`src/rtl/axi_wr_arbiter_pkg.sv`:
```
// Shared definitions for the two-requester AXI4 write-channel arbiter.
package axi_wr_arbiter_pkg;

  localparam int unsigned AXI_LEN_W  = 8;
  localparam int unsigned AXI_RESP_W = 2;

  localparam logic REQ_DMA    = 1'b0;
  localparam logic REQ_CRYPTO = 1'b1;

  typedef enum logic [1:0] {
    ST_IDLE = 2'd0,
    ST_AW   = 2'd1,
    ST_W    = 2'd2
  } arb_state_e;

endpackage

```
`src/rtl/sync_fifo.sv`:
```
// Single-clock FIFO with full/empty/count; a pop frees a slot for a same-cycle push.
module sync_fifo #(
  parameter int unsigned WIDTH = 1,
  parameter int unsigned DEPTH = 4
) (
  input  logic                     clk,
  input  logic                     rst,
  input  logic                     push,
  input  logic [WIDTH-1:0]         din,
  input  logic                     pop,
  output logic [WIDTH-1:0]         dout,
  output logic                     full,
  output logic                     empty,
  output logic [$clog2(DEPTH):0]   count
);

  localparam int unsigned PTR_W = $clog2(DEPTH);

  logic [WIDTH-1:0] mem_q [DEPTH];
  logic [WIDTH-1:0] mem_d [DEPTH];
  logic [PTR_W-1:0] wr_ptr_q, wr_ptr_d;
  logic [PTR_W-1:0] rd_ptr_q, rd_ptr_d;
  logic [PTR_W:0]   count_q, count_d;
  logic             do_push, do_pop;

  always_comb begin
    mem_d    = mem_q;
    wr_ptr_d = wr_ptr_q;
    rd_ptr_d = rd_ptr_q;
    do_pop   = pop && (count_q != '0);
    do_push  = push && ((count_q != (PTR_W+1)'(DEPTH)) || do_pop);
    if (do_push) begin
      mem_d[wr_ptr_q] = din;
      wr_ptr_d        = wr_ptr_q + PTR_W'(1);
    end
    if (do_pop) begin
      rd_ptr_d = rd_ptr_q + PTR_W'(1);
    end
    count_d = count_q + (PTR_W+1)'(do_push) - (PTR_W+1)'(do_pop);
  end

  always_ff @(posedge clk or posedge rst) begin
    if (rst) begin
      mem_q    <= '{default: '0};
      wr_ptr_q <= '0;
      rd_ptr_q <= '0;
      count_q  <= '0;
    end else begin
      mem_q    <= mem_d;
      wr_ptr_q <= wr_ptr_d;
      rd_ptr_q <= rd_ptr_d;
      count_q  <= count_d;
    end
  end

  assign dout  = mem_q[rd_ptr_q];
  assign full  = (count_q == (PTR_W+1)'(DEPTH));
  assign empty = (count_q == '0);
  assign count = count_q;

endmodule

```
`src/rtl/axi_wr_arbiter.sv`:
```
// Burst-granular round-robin arbiter sharing one AXI4 write master between DMA and crypto,
// regenerating WLAST from AWLEN and routing B responses through an in-order ID FIFO.
module axi_wr_arbiter
  import axi_wr_arbiter_pkg::*;
#(
  parameter int unsigned ADDR_WIDTH   = 32,
  parameter int unsigned DATA_WIDTH   = 32,
  parameter int unsigned B_FIFO_DEPTH = 4
) (
  input  logic                    clk,
  input  logic                    rst,
  input  logic [ADDR_WIDTH-1:0]   s0_axi_awaddr,
  input  logic [AXI_LEN_W-1:0]    s0_axi_awlen,
  input  logic                    s0_axi_awvalid,
  output logic                    s0_axi_awready,
  input  logic [DATA_WIDTH-1:0]   s0_axi_wdata,
  input  logic [DATA_WIDTH/8-1:0] s0_axi_wstrb,
  input  logic                    s0_axi_wlast,
  input  logic                    s0_axi_wvalid,
  output logic                    s0_axi_wready,
  output logic [AXI_RESP_W-1:0]   s0_axi_bresp,
  output logic                    s0_axi_bvalid,
  input  logic                    s0_axi_bready,
  input  logic [ADDR_WIDTH-1:0]   s1_axi_awaddr,
  input  logic [AXI_LEN_W-1:0]    s1_axi_awlen,
  input  logic                    s1_axi_awvalid,
  output logic                    s1_axi_awready,
  input  logic [DATA_WIDTH-1:0]   s1_axi_wdata,
  input  logic [DATA_WIDTH/8-1:0] s1_axi_wstrb,
  input  logic                    s1_axi_wlast,
  input  logic                    s1_axi_wvalid,
  output logic                    s1_axi_wready,
  output logic [AXI_RESP_W-1:0]   s1_axi_bresp,
  output logic                    s1_axi_bvalid,
  input  logic                    s1_axi_bready,
  output logic [ADDR_WIDTH-1:0]   m_axi_awaddr,
  output logic [AXI_LEN_W-1:0]    m_axi_awlen,
  output logic                    m_axi_awvalid,
  input  logic                    m_axi_awready,
  output logic [DATA_WIDTH-1:0]   m_axi_wdata,
  output logic [DATA_WIDTH/8-1:0] m_axi_wstrb,
  output logic                    m_axi_wlast,
  output logic                    m_axi_wvalid,
  input  logic                    m_axi_wready,
  input  logic [AXI_RESP_W-1:0]   m_axi_bresp,
  input  logic                    m_axi_bvalid,
  output logic                    m_axi_bready,
  output logic                    o_proto_err,
  output logic                    o_busy
);

  localparam int unsigned CNT_W = $clog2(B_FIFO_DEPTH) + 1;

  arb_state_e           state_q, state_d;
  logic                 grant_q, grant_d;
  logic                 last_q, last_d;
  logic                 proto_err_q, proto_err_d;
  logic [AXI_LEN_W-1:0] len_q, len_d;
  logic [AXI_LEN_W-1:0] beat_cnt_q, beat_cnt_d;
  logic                 sel_wlast;
  logic                 fifo_push, fifo_pop, fifo_full, fifo_empty, fifo_head;
  logic [CNT_W-1:0]     fifo_count;

  always_comb begin
    state_d        = state_q;
    grant_d        = grant_q;
    last_d         = last_q;
    proto_err_d    = proto_err_q;
    len_d          = len_q;
    beat_cnt_d     = beat_cnt_q;
    fifo_push      = 1'b0;
    sel_wlast      = 1'b0;
    m_axi_awvalid  = 1'b0;
    m_axi_awaddr   = '0;
    m_axi_awlen    = '0;
    s0_axi_awready = 1'b0;
    s1_axi_awready = 1'b0;
    m_axi_wvalid   = 1'b0;
    m_axi_wdata    = '0;
    m_axi_wstrb    = '0;
    m_axi_wlast    = 1'b0;
    s0_axi_wready  = 1'b0;
    s1_axi_wready  = 1'b0;

    case (state_q)
      ST_IDLE: begin
        // A B pop in this cycle frees the slot this grant will consume
        if ((s0_axi_awvalid || s1_axi_awvalid) && (!fifo_full || fifo_pop)) begin
          if (s0_axi_awvalid && s1_axi_awvalid) begin
            grant_d = ~last_q;
          end else begin
            grant_d = s1_axi_awvalid ? REQ_CRYPTO : REQ_DMA;
          end
          state_d = ST_AW;
        end
      end
      ST_AW: begin
        m_axi_awvalid = 1'b1;
        if (grant_q == REQ_CRYPTO) begin
          m_axi_awaddr   = s1_axi_awaddr;
          m_axi_awlen    = s1_axi_awlen;
          s1_axi_awready = m_axi_awready;
        end else begin
          m_axi_awaddr   = s0_axi_awaddr;
          m_axi_awlen    = s0_axi_awlen;
          s0_axi_awready = m_axi_awready;
        end
        if (m_axi_awready) begin
          len_d      = m_axi_awlen;
          beat_cnt_d = '0;
          fifo_push  = 1'b1;
          state_d    = ST_W;
        end
      end
      ST_W: begin
        m_axi_wlast = (beat_cnt_q == len_q);
        if (grant_q == REQ_CRYPTO) begin
          m_axi_wvalid  = s1_axi_wvalid;
          m_axi_wdata   = s1_axi_wdata;
          m_axi_wstrb   = s1_axi_wstrb;
          sel_wlast     = s1_axi_wlast;
          s1_axi_wready = m_axi_wready;
        end else begin
          m_axi_wvalid  = s0_axi_wvalid;
          m_axi_wdata   = s0_axi_wdata;
          m_axi_wstrb   = s0_axi_wstrb;
          sel_wlast     = s0_axi_wlast;
          s0_axi_wready = m_axi_wready;
        end
        if (m_axi_wvalid && m_axi_wready) begin
          beat_cnt_d = beat_cnt_q + AXI_LEN_W'(1);
          if (sel_wlast != m_axi_wlast) begin
            proto_err_d = 1'b1;
          end
          if (m_axi_wlast) begin
            last_d  = grant_q;
            state_d = ST_IDLE;
          end
        end
      end
      default: state_d = ST_IDLE;
    endcase
  end

  always_comb begin
    s0_axi_bvalid = 1'b0;
    s1_axi_bvalid = 1'b0;
    s0_axi_bresp  = '0;
    s1_axi_bresp  = '0;
    m_axi_bready  = 1'b0;
    if (!fifo_empty) begin
      if (fifo_head == REQ_CRYPTO) begin
        s1_axi_bvalid = m_axi_bvalid;
        s1_axi_bresp  = m_axi_bresp;
        m_axi_bready  = s1_axi_bready;
      end else begin
        s0_axi_bvalid = m_axi_bvalid;
        s0_axi_bresp  = m_axi_bresp;
        m_axi_bready  = s0_axi_bready;
      end
    end
  end

  assign fifo_pop = m_axi_bvalid && m_axi_bready;

  sync_fifo #(
    .WIDTH (1),
    .DEPTH (B_FIFO_DEPTH)
  ) u_id_fifo (
    .clk   (clk),
    .rst   (rst),
    .push  (fifo_push),
    .din   (grant_q),
    .pop   (fifo_pop),
    .dout  (fifo_head),
    .full  (fifo_full),
    .empty (fifo_empty),
    .count (fifo_count)
  );

  always_ff @(posedge clk or posedge rst) begin
    if (rst) begin
      state_q     <= ST_IDLE;
      grant_q     <= REQ_DMA;
      last_q      <= REQ_CRYPTO;
      proto_err_q <= 1'b0;
      len_q       <= '0;
      beat_cnt_q  <= '0;
    end else begin
      state_q     <= state_d;
      grant_q     <= grant_d;
      last_q      <= last_d;
      proto_err_q <= proto_err_d;
      len_q       <= len_d;
      beat_cnt_q  <= beat_cnt_d;
    end
  end

  assign o_proto_err = proto_err_q;
  assign o_busy      = (state_q != ST_IDLE) || (fifo_count != '0);

endmodule

```
`config.mk`:
```
export PLATFORM = sky130hd
export DESIGN_NAME = axi_wr_arbiter
export DESIGN_NICKNAME = d
export VERILOG_FILES = /design/src/rtl/axi_wr_arbiter_pkg.sv /design/src/rtl/sync_fifo.sv /design/src/rtl/axi_wr_arbiter.sv
export SDC_FILE = /design/constraint.sdc
export NUM_CORES = 1
export LEC_CHECK = 0
export ABC_AREA = 1
export BUFFER_PORTS_ARGS = -buffer_cell sky130_fd_sc_hd__buf_2
export CORE_AREA = 4 4 98 100
export DETAILED_ROUTE_END_ITERATION = 8
export DIE_AREA = 0 0 102 104
export PLACE_DENSITY = 0.73
export SLEW_MARGIN = 5
export SYNTH_ARGS = -nofsm -noshare
export SYNTH_HDL_FRONTEND = slang
export SYNTH_SLANG_ARGS = --single-unit
```
`constraint.sdc`:
```
create_clock -name clk -period 3.1 [get_ports clk]
set_clock_uncertainty 0.15 [all_clocks]
set_input_delay 0.155 -clock clk [delete_from_list [all_inputs] [get_ports clk]]
set_output_delay 0.155 -clock clk [all_outputs]
set_load 0.02 [all_outputs]
```
==> key figures <==
Cells and area
  • Fill count: between 800 and 900
  • Area of the multi-input gates: between 1500 and 2000 sq um
  • Final Cell Area: about 4400 sq um
  • Ant diodes: 0
  • Area Overhead vs Synth: 48.3%
  • Final nets: about 900
  • Sequential cell area: 803 sq um
  • Share of layout cells above drive strength 1: between 30% and 40%

Worst setup path
  • Worst EP required: roughly 2.8 ns
  • Crit path capture type: output pin
  • Crit start category: flop
  • Worst Path Arrival: 2.13 ns
  • WS Path Type: reg2out
  • Critical path fanouts, max: 52

GRT
  • GRT Resource Usage Total: 24.1%
  • Largest net degree at the start of global routing: 74
  • Global-route wire length before repair: approximately 20000 um
  • Vias in the first global route: just under 4000
  • GR Overflow Total: 0
  • Initial antenna violation count: 2

Detailed routing
  • DR DRC count: 0
  • Routed WL per cell: 16.2 um
  • ANT nets after route: 0
  • DRC marker count from the first detailed-route iteration: between 200 and 250
  • DR vias/cell: 4.96
  • WL final: approximately 14000 um
  • Via Count: 4189
  • Drt pass-1 iters: 5

Power and ir drop
  • Switching power: ~1100 uW
  • Pleak: 0.00261 uW
  • Gate power share: 57.2%
  • Power Total: 2330 uW
  • Clock Power Share: 15.0%
  • Peak VDD IR: between 200 and 250 uV
  • Power Internal: 1200 uW
  • Pwr/cell area: around 530 nW/um^2
  • Reg power frac: between 20 and 30%
  • Net Sw Frac: approximately 49%

Logic synthesis
  • Number of synthesized flops with an enable pin: 0
  • Ys flop type: dfrtp_1
  • Cell variety after synth: 33
  • Synth Area per Inst: 6.04 sq um
  • #FFs+latches synth: 32
  • Sequential share of the synthesized area: approximately 27%
  • Post-synth ARST share: between 90% and 100%
  • Gate Count Post-Synth: 494
  • Synth Warn #: 0
  • Syn nets: around 670
  • Cell Area, Synth: ~3000 sq um

Min path
  • Hold Path Class: in2reg

Floorplanning
  • Boundary pin count: 259
  • DIE AREA: about 11000 sq um
  • Rows: 34
  • Die height: between 100 and 150 um
  • Initial core utilization: about a third
  • Die Wd: between 100 and 150 um
  • Total core area: between 8000 and 9000 sq um

Timing
  • Max Freq: roughly 400 MHz
  • TNS Setup: 0 ns
  • RSZ-0062 raised after global routing: no
  • Count of final setup violators: 0
  • Final slew viol count: 0
  • Hold Slack: ~0.031 ns
  • Worst-Margin Slew: approximately 0.90 ns
  • Crit share post-route: between 70% and 80%
  • Final Hold Viols: 0
  • Period minus WS final: between 2 and 2.5 ns
  • Relative slew slack: about 40%
  • Worst Slack Setup Final: 0.663 ns

CTS
  • Clock Latency Late Sink: between 0.2 and 0.3 ns
  • CTS tree: yes
  • Total CTS buffers: 5
  • Root buf cell: clkbuf_8
  • H-tree levels: 2
  • Clk slew on worst S/H paths: 0.07 ns
  • Clk buf depth: 2
  • Num Clock Sinks: 32

Run
  • Max-Cap Viols: 0

Placement
  • Dpl hpwl: between 10000 and 15000 um
  • Pre-CTS WS: 0.784 ns
  • IO Port Bufs: approximately 260
  • Placer Congestion: ~0.94
  • Placed Instance Area: ~4300 sq um

Status
  • Outcome: complete, no violations
[cell usage in the layout, fill, tap and decap left out, types with 2 or more instances in the layout]
master	count
a21oi_1	69
buf_2	258
buf_4	6
clkbuf_8	7
dfrtp_1	30
ha_1	7
inv_1	40
inv_2	6
mux2i_1	9
nand2_1	199
nand2_2	5
nand3_1	14
nand3_2	3
nand4_1	11
nor2_1	26
nor3_1	7
o21ai_0	17
or2_2	2
xnor2_1	4
xor2_1	4
[flip-flops by register name (all words and copies together), names as in the netlist]
signal	count
beat_cnt_q	8
grant_q	1
last_q	1
len_q	8
o_proto_err	1
state_q	2
u_id_fifo.count	3
u_id_fifo.mem_q	4
u_id_fifo.rd_ptr_q	2
u_id_fifo.wr_ptr_q	2
[critical path, stage by stage (launching register included)]
cell and delay [ns]:
dfrtp_2 0.38, buf_4 0.37, buf_4 0.52, nand2_1 0.19, a21oi_1 0.19, buf_2 0.18
[path summary, 6_finish.rpt]
kind,from,endpoint,slack (ns),cells after the start
max in group asynchronous,rst,len_q[4],1.67,4
min in group asynchronous,rst,beat_cnt_q[1],0.45,3
hold reg to reg,u_id_fifo.mem_q[2],u_id_fifo.mem_q[2],0.33,2
hold / removal,s0_axi_awlen[2],len_q[2],0.03,3
setup reg to reg,u_id_fifo.count[1],u_id_fifo.count[2],0.77,10
setup / recovery,grant_q,m_axi_wdata[24],0.66,5
[per-stage QoR]
stage,std cells,utilization (%)
floorplan,494,-
global placement,837,49.8
detailed placement,837,49.8
CTS,845,51.0
global route,845,51.0
finish,845,51.0
[cell type report]
type	instances	share of cell area, %
Multi-Input combinational cell	386	42.2
Timing Repair Buffer	265	30.4
Sequential cell	32	18.1
Inverter	47	4.04
Tap cell	108	3.05
Clock buffer	7	2.18
[power groups by stage]
stage	combinational (uW)	clock, uW	sequential, uW
CTS	1340	355	646
global route	1480	375	662
finish	1330	351	648
global placement	1310	0	644
floorplan	934	0	619
detailed placement	1340	0	650
[synth_stat cells, types with 6 or more instances]
cell / count / area [sq um]
nand2_1: 199 / 747
a21oi_1: 69 / 345
inv_1: 40 / 150
dfrtp_1: 31 / 776
nor2_1: 26 / 97.6
o21ai_0: 17 / 85.1
nand3_1: 14 / 70.1
clkbuf_1: 12 / 45.0
nand4_1: 11 / 68.8
buf_2: 10 / 50.1
mux2i_1: 9 / 90.1
ha_1: 7 / 87.6
nor3_1: 7 / 35.0
inv_2: 6 / 22.5
[what timing repair did]
item | CTS | global route
hold endpoints to repair | 21 | 0
setup buffers | 0 | 0
hold buffers | 1 | 0
resized for setup | 0 | 0
[routing by layer]
metal / share of wire, % / global-route usage, %
met5: 0.16 / 0
met1: 42 / 32.1
met2: 44 / 38.2
met4: 1.3 / 4.50
met3: 12 / 7.78
[cell families (layout without fill, tap and decap cells)]
logic type	after synthesis	count (layout)	share of synthesized area, %
AOI/OAI and AO/OA	90	90	15.6
xor gates and xnor gates	8	8	2.35
adders and majority gates	8	8	3.60
buffers and inverters	76	319	10.6
DFF	32	32	26.9
muxes	9	9	3.02
and+or+nand+nor	271	271	38.0
No activity file was read; power rests on OpenSTA's default activity.
